File: src/rtl/uart_alu_pkg.sv
// Shared opcodes, FSM states and ALU op select for the UART packet sequencer.
// Optional multiplier support is enabled with UART_ALU_MUL_EN.
package uart_alu_pkg;

   localparam int         HDR_BYTES = 4;
   localparam logic [7:0] OP_ECHO   = 8'hEC;
   localparam logic [7:0] OP_ADD32  = 8'hAD;
   localparam logic [7:0] OP_MUL32  = 8'h88;

   typedef enum logic [3:0] {
      S_OPC,
      S_RSVD,
      S_LEN_LO,
      S_LEN_HI,
      S_E_RX,
      S_E_TX,
      S_ACC,
      S_SEND,
      S_DRAIN
   } state_e;

   typedef enum logic {
      ALU_ADD,
      ALU_MUL
   } alu_op_e;

endpackage

File: src/rtl/uart_alu_acc.sv
// Byte-to-word assembler with running add (or multiply, under UART_ALU_MUL_EN)
// accumulator. result_o already includes the word that completes this cycle.
module uart_alu_acc
   import uart_alu_pkg::*;
#(
   parameter int DATA_WIDTH = 8,
   parameter int WORD_WIDTH = 32
) (
   input  logic                  clk_i,
   input  logic                  rst_i,
   input  logic [DATA_WIDTH-1:0] byte_i,
   input  logic                  byte_valid_i,
   input  logic                  clear_i,
   input  alu_op_e               op_i,
   output logic                  word_done_o,
   output logic [WORD_WIDTH-1:0] result_o
);

   localparam int BPW  = WORD_WIDTH / DATA_WIDTH;
   localparam int IW   = $clog2(BPW);
   localparam int LO_W = WORD_WIDTH - DATA_WIDTH;

   logic [LO_W-1:0]       lo_q;
   logic [IW-1:0]         idx_q;
   logic                  first_q;
   logic [WORD_WIDTH-1:0] acc_q;
   logic [WORD_WIDTH-1:0] word;
   logic [WORD_WIDTH-1:0] combined;
   logic [WORD_WIDTH-1:0] acc_nxt;

   assign word = {byte_i, lo_q};

   always_comb begin
      word_done_o = byte_valid_i && (idx_q == IW'(BPW - 1));
`ifdef UART_ALU_MUL_EN
      combined = (op_i == ALU_MUL) ? acc_q * word : acc_q + word;
`else
      combined = (op_i == ALU_ADD) ? acc_q + word : '0;
`endif
      acc_nxt  = first_q ? word : combined;
      result_o = word_done_o ? acc_nxt : acc_q;
   end

   // Bytes enter at the top and shift down, so the first byte lands in bits [7:0].
   always_ff @(posedge clk_i) begin
      if (rst_i || clear_i) begin
         lo_q    <= '0;
         idx_q   <= '0;
         first_q <= 1'b1;
         acc_q   <= '0;
      end else if (byte_valid_i) begin
         lo_q  <= {byte_i, lo_q[LO_W-1:DATA_WIDTH]};
         idx_q <= idx_q + 1'b1;
         if (word_done_o) begin
            acc_q   <= acc_nxt;
            first_q <= 1'b0;
         end
      end
   end

endmodule

File: src/rtl/uart_alu_ctrl.sv
// Packet sequencer between UART RX and TX streams: parses header, echoes or
// accumulates payload words, returns results. MUL32 opcode needs UART_ALU_MUL_EN.
module uart_alu_ctrl
   import uart_alu_pkg::*;
#(
   parameter int DATA_WIDTH = 8,
   parameter int WORD_WIDTH = 32
) (
   input  logic                  clk_i,
   input  logic                  rst_i,
   input  logic [DATA_WIDTH-1:0] rx_tdata_i,
   input  logic                  rx_tvalid_i,
   output logic                  rx_tready_o,
   output logic [DATA_WIDTH-1:0] tx_tdata_o,
   output logic                  tx_tvalid_o,
   input  logic                  tx_tready_i,
   output logic                  busy_o,
   output logic                  err_o,
   output state_e                state_o
);

   localparam int BPW = WORD_WIDTH / DATA_WIDTH;
   localparam int IW  = $clog2(BPW);

   // A byte moves on a stream only in a cycle where valid and ready are both
   // high; valid, once raised, holds its data until that handshake.
   state_e                state_q, state_d;
   logic [DATA_WIDTH-1:0] opc_q;
   logic [DATA_WIDTH-1:0] len_lo_q;
   logic [15:0]           cnt_q;
   logic [IW-1:0]         idx_q;
   logic [WORD_WIDTH-1:0] tx_sr_q;
   logic                  err_q;

   logic                  rx_hs, tx_hs;
   logic [15:0]           len_w, pay_w;
   logic                  is_echo, is_arith;
   logic                  hdr_err;
   logic                  cnt_dec;
   logic                  acc_done;
   logic [WORD_WIDTH-1:0] acc_result;
   alu_op_e               acc_op;

   assign rx_tready_o = (state_q != S_E_TX) && (state_q != S_SEND);
   assign tx_tvalid_o = (state_q == S_E_TX) || (state_q == S_SEND);
   assign tx_tdata_o  = tx_sr_q[DATA_WIDTH-1:0];
   assign busy_o      = (state_q != S_OPC);
   assign err_o       = err_q;
   assign state_o     = state_q;

   assign rx_hs   = rx_tvalid_i && rx_tready_o;
   assign tx_hs   = tx_tvalid_o && tx_tready_i;
   assign len_w   = {rx_tdata_i, len_lo_q};
   assign pay_w   = len_w - 16'(HDR_BYTES);
   assign is_echo = (opc_q == OP_ECHO);
`ifdef UART_ALU_MUL_EN
   assign is_arith = (opc_q == OP_ADD32) || (opc_q == OP_MUL32);
`else
   assign is_arith = (opc_q == OP_ADD32);
`endif
   assign acc_op  = (opc_q == OP_MUL32) ? ALU_MUL : ALU_ADD;
   assign cnt_dec = rx_hs && ((state_q == S_E_RX) || (state_q == S_ACC) || (state_q == S_DRAIN));

   always_comb begin
      state_d = state_q;
      hdr_err = 1'b0;
      unique case (state_q)
         S_OPC:    if (rx_hs) state_d = S_RSVD;
         S_RSVD:   if (rx_hs) state_d = S_LEN_LO;
         S_LEN_LO: if (rx_hs) state_d = S_LEN_HI;
         S_LEN_HI: begin
            if (rx_hs) begin
               if (len_w < 16'(HDR_BYTES)) begin
                  hdr_err = 1'b1;
                  state_d = S_OPC;
               end else if (pay_w == 16'd0) begin
                  // Empty arithmetic packet still answers with a zero result.
                  if (is_echo)       state_d = S_OPC;
                  else if (is_arith) state_d = S_SEND;
                  else begin
                     hdr_err = 1'b1;
                     state_d = S_OPC;
                  end
               end else if (is_echo) begin
                  state_d = S_E_RX;
               end else if (is_arith && ((pay_w % 16'(BPW)) == 16'd0)) begin
                  state_d = S_ACC;
               end else begin
                  hdr_err = 1'b1;
                  state_d = S_DRAIN;
               end
            end
         end
         S_E_RX:  if (rx_hs) state_d = S_E_TX;
         S_E_TX:  if (tx_hs) state_d = (cnt_q == 16'd0) ? S_OPC : S_E_RX;
         S_ACC:   if (rx_hs && cnt_q == 16'd1) state_d = S_SEND;
         S_SEND:  if (tx_hs && idx_q == IW'(BPW - 1)) state_d = S_OPC;
         S_DRAIN: if (rx_hs && cnt_q == 16'd1) state_d = S_OPC;
         default: state_d = S_OPC;
      endcase
   end

   always_ff @(posedge clk_i) begin
      if (rst_i) begin
         state_q  <= S_OPC;
         opc_q    <= '0;
         len_lo_q <= '0;
         cnt_q    <= '0;
         idx_q    <= '0;
         tx_sr_q  <= '0;
         err_q    <= 1'b0;
      end else begin
         state_q <= state_d;
         err_q   <= hdr_err;
         if (state_q == S_OPC && rx_hs)    opc_q    <= rx_tdata_i;
         if (state_q == S_LEN_LO && rx_hs) len_lo_q <= rx_tdata_i;
         if (state_q == S_LEN_HI && rx_hs) cnt_q <= pay_w;
         else if (cnt_dec)                 cnt_q <= cnt_q - 16'd1;
         if (state_q == S_SEND && tx_hs)   idx_q <= idx_q + 1'b1;
         // TX shifter drains to zero after its last byte, so idle data reads 0.
         if (state_q == S_LEN_HI && rx_hs)
            tx_sr_q <= '0;
         else if (state_q == S_E_RX && rx_hs)
            tx_sr_q <= {{(WORD_WIDTH-DATA_WIDTH){1'b0}}, rx_tdata_i};
         else if (state_q == S_ACC && acc_done && cnt_q == 16'd1)
            tx_sr_q <= acc_result;
         else if (tx_hs)
            tx_sr_q <= tx_sr_q >> DATA_WIDTH;
      end
   end

   uart_alu_acc #(
      .DATA_WIDTH (DATA_WIDTH),
      .WORD_WIDTH (WORD_WIDTH)
   ) u_acc (
      .clk_i        (clk_i),
      .rst_i        (rst_i),
      .byte_i       (rx_tdata_i),
      .byte_valid_i (rx_hs && (state_q == S_ACC)),
      .clear_i      (rx_hs && (state_q == S_LEN_HI)),
      .op_i         (acc_op),
      .word_done_o  (acc_done),
      .result_o     (acc_result)
   );

endmodule

File: config.mk
export PLATFORM = sky130hd
export DESIGN_NAME = uart_alu_ctrl
export DESIGN_NICKNAME = d
export VERILOG_FILES = /design/src/rtl/uart_alu_pkg.sv /design/src/rtl/uart_alu_acc.sv /design/src/rtl/uart_alu_ctrl.sv
export SDC_FILE = /design/constraint.sdc
export NUM_CORES = 1
export LEC_CHECK = 0
export BUFFER_PORTS_ARGS = -buffer_cell sky130_fd_sc_hd__buf_2
export CAP_MARGIN = 20
export CORE_ASPECT_RATIO = 0.5
export CORE_MARGIN = 2
export CORE_UTILIZATION = 60
export DETAILED_ROUTE_END_ITERATION = 10
export PLACE_DENSITY = 0.84
export SLEW_MARGIN = 20
export SYNTH_ARGS = -nofsm -noshare
export SYNTH_HDL_FRONTEND = slang
export SYNTH_SLANG_ARGS = --single-unit
File: constraint.sdc
create_clock -name clk_i -period 3.15 [get_ports clk_i]
set_input_delay 0.1575 -clock clk_i [delete_from_list [all_inputs] [get_ports clk_i]]
set_output_delay 0.1575 -clock clk_i [all_outputs]
set_load 0.1 [all_outputs]
Yosys cells after proc, flatten, opt, wreduce, memory -nomap -nowiden
Index checks and enable logic that the tools add are counted.
W data, S select, Z words.
{ "word_totals": {"ff_bits": 130, "input_bits": 12, "output_inout_bits": 16, "wordCells": 110} }
{ "op_classes": {"addsub": 5, "magnitude_cmp": 1, "eq_ne": 25, "n_mux": 32, "n_bitwise": 2, "n_reduce_logical": 33} }
{ "op_table": {"columns": ["cell", "count"], "rows": [
  ["$mux W32", 5],
  ["$mux W4", 13],
  ["$logic_not A16 Y1", 3],
  ["$pmux W4 S9", 1],
  ["$add A32 B32 Y32", 1],
  ["$mux W16", 2],
  ["$eq A8 B8 Y1 const B", 3],
  ["$eq A16 B1 Y1 const B", 1],
  ["$eq A4 B3 Y1 const B", 4],
  ["$logic_and A1 B1 Y1", 16],
  ["$lt A16 B3 Y1 const B", 1],
  ["$sub A16 B1 Y16 const B", 1],
  ["$sub A16 B3 Y16 const B", 1],
  ["$ne A2 B2 Y1 const B", 6],
  ["$mux W3", 3],
  ["$reduce_and A9 Y1", 1],
  ["$eq A4 B2 Y1 const B", 2],
  ["$mux W8", 1],
  ["$ne A4 B3 Y1 const B", 2],
  ["$mux W1", 7],
  ["$ne A2 B1 Y1 const B", 3],
  ["$reduce_or A3 Y1", 2],
  ["$add A2 B1 Y2 const B", 2],
  ["$eq A2 B2 Y1 const B", 2],
  ["10 further kinds", 15]
]} }

Longest topological paths before layout
{ "logic_depth": {"ltp_word": 9, "mapped_depth": 13, "depth_no_buf": 11} }

Cells and area by module
A second synthesis with hierarchy kept.
{ "hier_totals": {"hier_cells": 1024, "hier_area_um2": 8256.7} }
{ "modules_own_cells": {"columns": ["module", "instances", "cells_per_inst", "area_per_inst_um2"], "rows": [
  ["uart_alu_acc", 1, 543, 4302.9],
  ["uart_alu_ctrl", 1, 481, 3953.8]
]} }

Least setup slack after synthesis
Ideal clock, no wire load.
{ "synth_path": {"kind": "register -> register", "startpoint": "register state_q[0] (netlist: state_o[0])", "endpoint": "register tx_sr_q[17]", "t_arrival_ps": 3367, "required_time_ps": 3055, "setup_slack_ps": -313, "stages_incl_launch_ff": 8, "path_buffers": 3, "synth_period_minus_slack_ps": 3463, "cell_sequence": "dfxtp_1 and3b_1 clkbuf_1 and2_1 clkbuf_1 buf_1 mux2i_1 a221oi_1"} }
{ "synth_between": {"word_cells_on_any_way": 21, "classes_between": "7 x eq/ne; 2 x mux; 12 x reduce/logical"} }
{ "synth_rtl": {"columns": ["item", "line", "text"], "rows": [
  ["start, declared", "uart_alu_ctrl.sv:27", "state_e state_q, state_d;"],
  ["start signal, assigned", "uart_alu_ctrl.sv:113", "state_q <= state_d;"],
  ["$eq A4 B3 Y1", "uart_alu_ctrl.sv:45", "assign tx_tvalid_o = (state_q == S_E_TX) || (state_q == S_SEND);"],
  ["$logic_or A1 B1 Y1 *", "uart_alu_ctrl.sv:45", null],
  ["named net tx_tvalid_o", "uart_alu_ctrl.sv:15", "output logic tx_tvalid_o,"],
  ["$logic_and A1 B1 Y1 *", "uart_alu_ctrl.sv:52", "assign tx_hs = tx_tvalid_o && tx_tready_i;"],
  ["$reduce_bool A2 Y1 (no source line) *", null, null],
  ["end signal, assigned", "uart_alu_ctrl.sv:124", "tx_sr_q <= {{(WORD_WIDTH-DATA_WIDTH){1'b0}}, rx_tdata_i};"],
  ["end signal, assigned", "uart_alu_ctrl.sv:126", "tx_sr_q <= acc_result;"],
  ["end signal, assigned", "uart_alu_ctrl.sv:128", "tx_sr_q <= tx_sr_q >> DATA_WIDTH;"],
  ["end, declared", "uart_alu_ctrl.sv:32", "logic [WORD_WIDTH-1:0] tx_sr_q;"]
]} }
The timed path passes the listed nets; every way through them passes the cells marked *.
A chain may end at the register's enable or synchronous reset.

Worst setup path in the final report
{ "layout_path": {"startpoint": "register u_acc.acc_q[0]", "endpoint": "register tx_sr_q[20]"} }
{ "layout_between": {"elab_chain_len": 5} }
{ "layout_rtl": {"columns": ["item", "line", "text"], "rows": [
  ["start, declared", "uart_alu_acc.sv:26", "logic [WORD_WIDTH-1:0] acc_q;"],
  ["start signal, assigned", "uart_alu_acc.sv:55", "acc_q <= acc_nxt;"],
  ["$add A32 B32 Y32", "uart_alu_acc.sv:38", "combined = (op_i == ALU_ADD) ? acc_q + word : '0;"],
  ["$mux W32", "uart_alu_acc.sv:38", null],
  ["$mux W32", "uart_alu_acc.sv:40", "acc_nxt = first_q ? word : combined;"],
  ["$mux W32", "uart_alu_acc.sv:41", "result_o = word_done_o ? acc_nxt : acc_q;"],
  ["$mux W32", "uart_alu_ctrl.sv:125", "else if (state_q == S_ACC && acc_done && cnt_q == 16'd1)"]
]} }
No other way between the ends.

==> impl_metrics.csv <==
group,metric,value,unit
drt,drt-vias-per-instance,6.736,
drt,wl,23930,µm
clock_network,cts_buffers,17,
clock_network,clk_latency,430,ps
global_routing,grt_use_total,34.18,%
yosys,synth_seq_cells,130,
global_routing,grt_pass1_wl,38590,µm
die,initial_core_util,61.68,%
place,portBuffers,27,
setup_path,cp-end-kind,"flop",
drt,wl_per_cell,19.99,µm
die,die-area,14080,µm²
setup_path,startpoint_type,"flop",
yosys,syn_nets,1069,
yosys,synth_cell_types,78,
die,die_x,165.8,µm
worst_hold_path,min_path_type,"in -> reg",
global_routing,grt_max_degree,42,
layout,area_delta_synth_final,10.54,%
drt,ant_nets,0,
clock_network,clk_path_buf_depth,2,
setup_path,reg2reg_depth,11,
die,pin_count,28,
timing,worstMarginPinSlew,972.2,ps
yosys,synth_area,7855,µm²
drt,num_vias,8063,
clock_network,cts-root-buf,"clkbuf_16",
place,dpl.cell_count,1164,
die,die_y,84.91,µm
worst_hold_path,holdPathStages,3,
clock_network,clk_pin_slew,60,ps
setup_path,criticalPathCategory,"reg -> reg",
drt,first_iter_violations,1396,
place,dp_hpwl,15830,µm
layout,fill_cells,1011,
clock_network,cts_resized,0,
die,core,12740,µm²
power,report.power.total,4.113,mW
yosys,seq_area_frac_synth,33.13,%
timing,fin_crit,2869,ps
layout,final_nets,1063,
timing,rsz0062_at_grt,"false",
timing,hold_viol_final,0,
clock_network,postCtsSetupBuffers,0,
power,leakage,3.601,nW
timing,slew_violations,0,
yosys,syn_inst,1019,
timing,slew_headroom,35.19,%
die,rows,29,
timing,setup_tns,0,ps
setup_path,critical_path_arrival,3220,ps
timing,min_period_over_period,91.09,%
yosys,ys_async_sr_fraction,0,%
layout,drive_gt1_share,10.92,%
yosys,syn_avg_cell_area,7.709,µm²
yosys,ys_warn_count,0,
clock_network,htreeDepth,4,
setup_path,worstPathMaxFanout,3,
global_routing,first_global_vias,7519,
clock_network,postCtsHoldBufs,0,
global_routing,gr-total-overflow,0,
yosys,synth_edf_count,0,
global_routing,antenna_found_initial,0,
layout,fin_cells,1197,
drt,drc,0,
job,drv_cap,0,
clock_network,cts_sinks,130,
yosys,synth_ff_type,"dfxtp_1",
setup_path,cp.required,3500,ps
drt,dr.pass1.iters,6,
timing,setup_viol,0,
status,status,"finished clean",
timing,finalClockSkew,16.47,ps
power,vdd_ir_drop_max,435.7,µV
timing,max_freq,348.5,MHz
clock_network,cts_tree,"built",
power,p_per_area,473.6,nW/µm²
place,gp_congestion,1.005,
flip-flops by register name, indices dropped and copies added (netlist names):
register,cells
cnt_q,16
err_o,1
idx_q,2
len_lo_q,8
opc_q,8
state_o,4
tx_sr_q,32
u_acc.acc_q,32
u_acc.first_q,1
u_acc.idx_q,2
u_acc.lo_q,24
worst paths after layout:
| kind | slack, ps | end | start |
|---|---|---|---|
| setup / recovery | 280 | tx_sr_q[20] | u_acc.acc_q[0] |
| hold / removal | 100 | u_acc.lo_q[22] | rx_tdata_i[6] |
| setup reg to reg | 280 | tx_sr_q[20] | u_acc.acc_q[0] |
| hold reg to reg | 460 | opc_q[4] | opc_q[4] |
layout make-up:
type                       count  area, µm²  area share [%]
antenna                        1      2.502         0.02882
clock buffer                  20      466.7           5.375
clock inverter                12      156.4           1.801
inverter                      13      48.80          0.5620
multi-input combinational    798       4863           56.01
sequential                   130       2603           29.97
tap                          170      212.7           2.450
timing repair buffer          53      330.3           3.804
layer usage:
metal  vias to the layer above  GRT usage (%)  part of all wire [%]
met5                         -              0                     0
met4                         0          11.07                   2.3
met3                        76          10.54                    12
met2                       508          55.64                    44
met1                      3781          43.84                    42
li1                       3698              -                     -
critical path, stage by stage (launching register included):
cell	delay [ps]
dfxtp_1	310
ha_1	230
fa_1	420
a21o_2	230
nand4_2	120
a211oi_2	110
o311ai_2	300
o31a_1	320
xor2_1	100
o21ai_0	380
nand2_1	110
a21oi_1	150
cells by family after synthesis:
group / after synthesis / synth area share, %
compound gates: 336 / 27.94
buf+inv: 91 / 5.002
mux: 14 / 1.800
xor+xnor: 37 / 4.126
simple gates: 373 / 21.85
flops: 130 / 33.13
fa+ha+maj: 38 / 6.148
report_power, final:
part	switching [mW]	total (mW)	internal (mW)
Sequential	0.0177	1.68	1.66
Combinational	0.221	0.326	0.105
Clock	0.800	2.11	1.31
cell usage in the layout (no fill, tap or decap), drive strengths merged, types with 7 or more instances in the layout:
cell type and count:
xnor2 18, a21oi 113, nand2 145, buf 53, o21ai 67, nand3 39
o21a 9, mux2i 13, nand4 11, inv 13, dfxtp 130, and3 7
clkbuf 20, a211oi 12, a21o 19, nor3 29, a22oi 18, nor2 100
nor4 8, a31oi 19, a221oi 24, o21bai 8, ha 37, xor2 19
metrics by stage:
stage | hold slack, ps | instance area (µm²) | setup slack, ps | utilization, %
2_1_floorplan | 431.8 | 7856 | 193.4 | -
5_1_grt | 117.2 | 8681 | 106.9 | 68.16
3_3_place_gp | 439.7 | 8058 | 395.1 | 63.27
3_5_place_dp | 443.6 | 8058 | 364.6 | 63.27
6_report | 103.8 | 8683 | 280.8 | 68.18
4_1_cts | 97.09 | 8681 | 342.1 | 68.16
synth_stat cells (all sizes together), types with 13 or more instances:
cell type | count | area (µm²)
nand3 | 39 | 195.2
xor2 | 19 | 166.4
clkbuf | 50 | 188.9
inv | 13 | 48.80
a21oi | 113 | 573.1
nor2 | 100 | 375.4
a31oi | 19 | 118.9
dfxtp | 130 | 2603
o21ai | 67 | 339.1
mux2i | 13 | 130.1
ha | 37 | 462.9
a22oi | 18 | 135.1
buf | 28 | 155.1
a21o | 19 | 143.9
xnor2 | 18 | 157.7
a221oi | 24 | 227.7
nand2 | 145 | 546.8
nor3 | 29 | 155.2
Power figures use the tool's default switching activity.
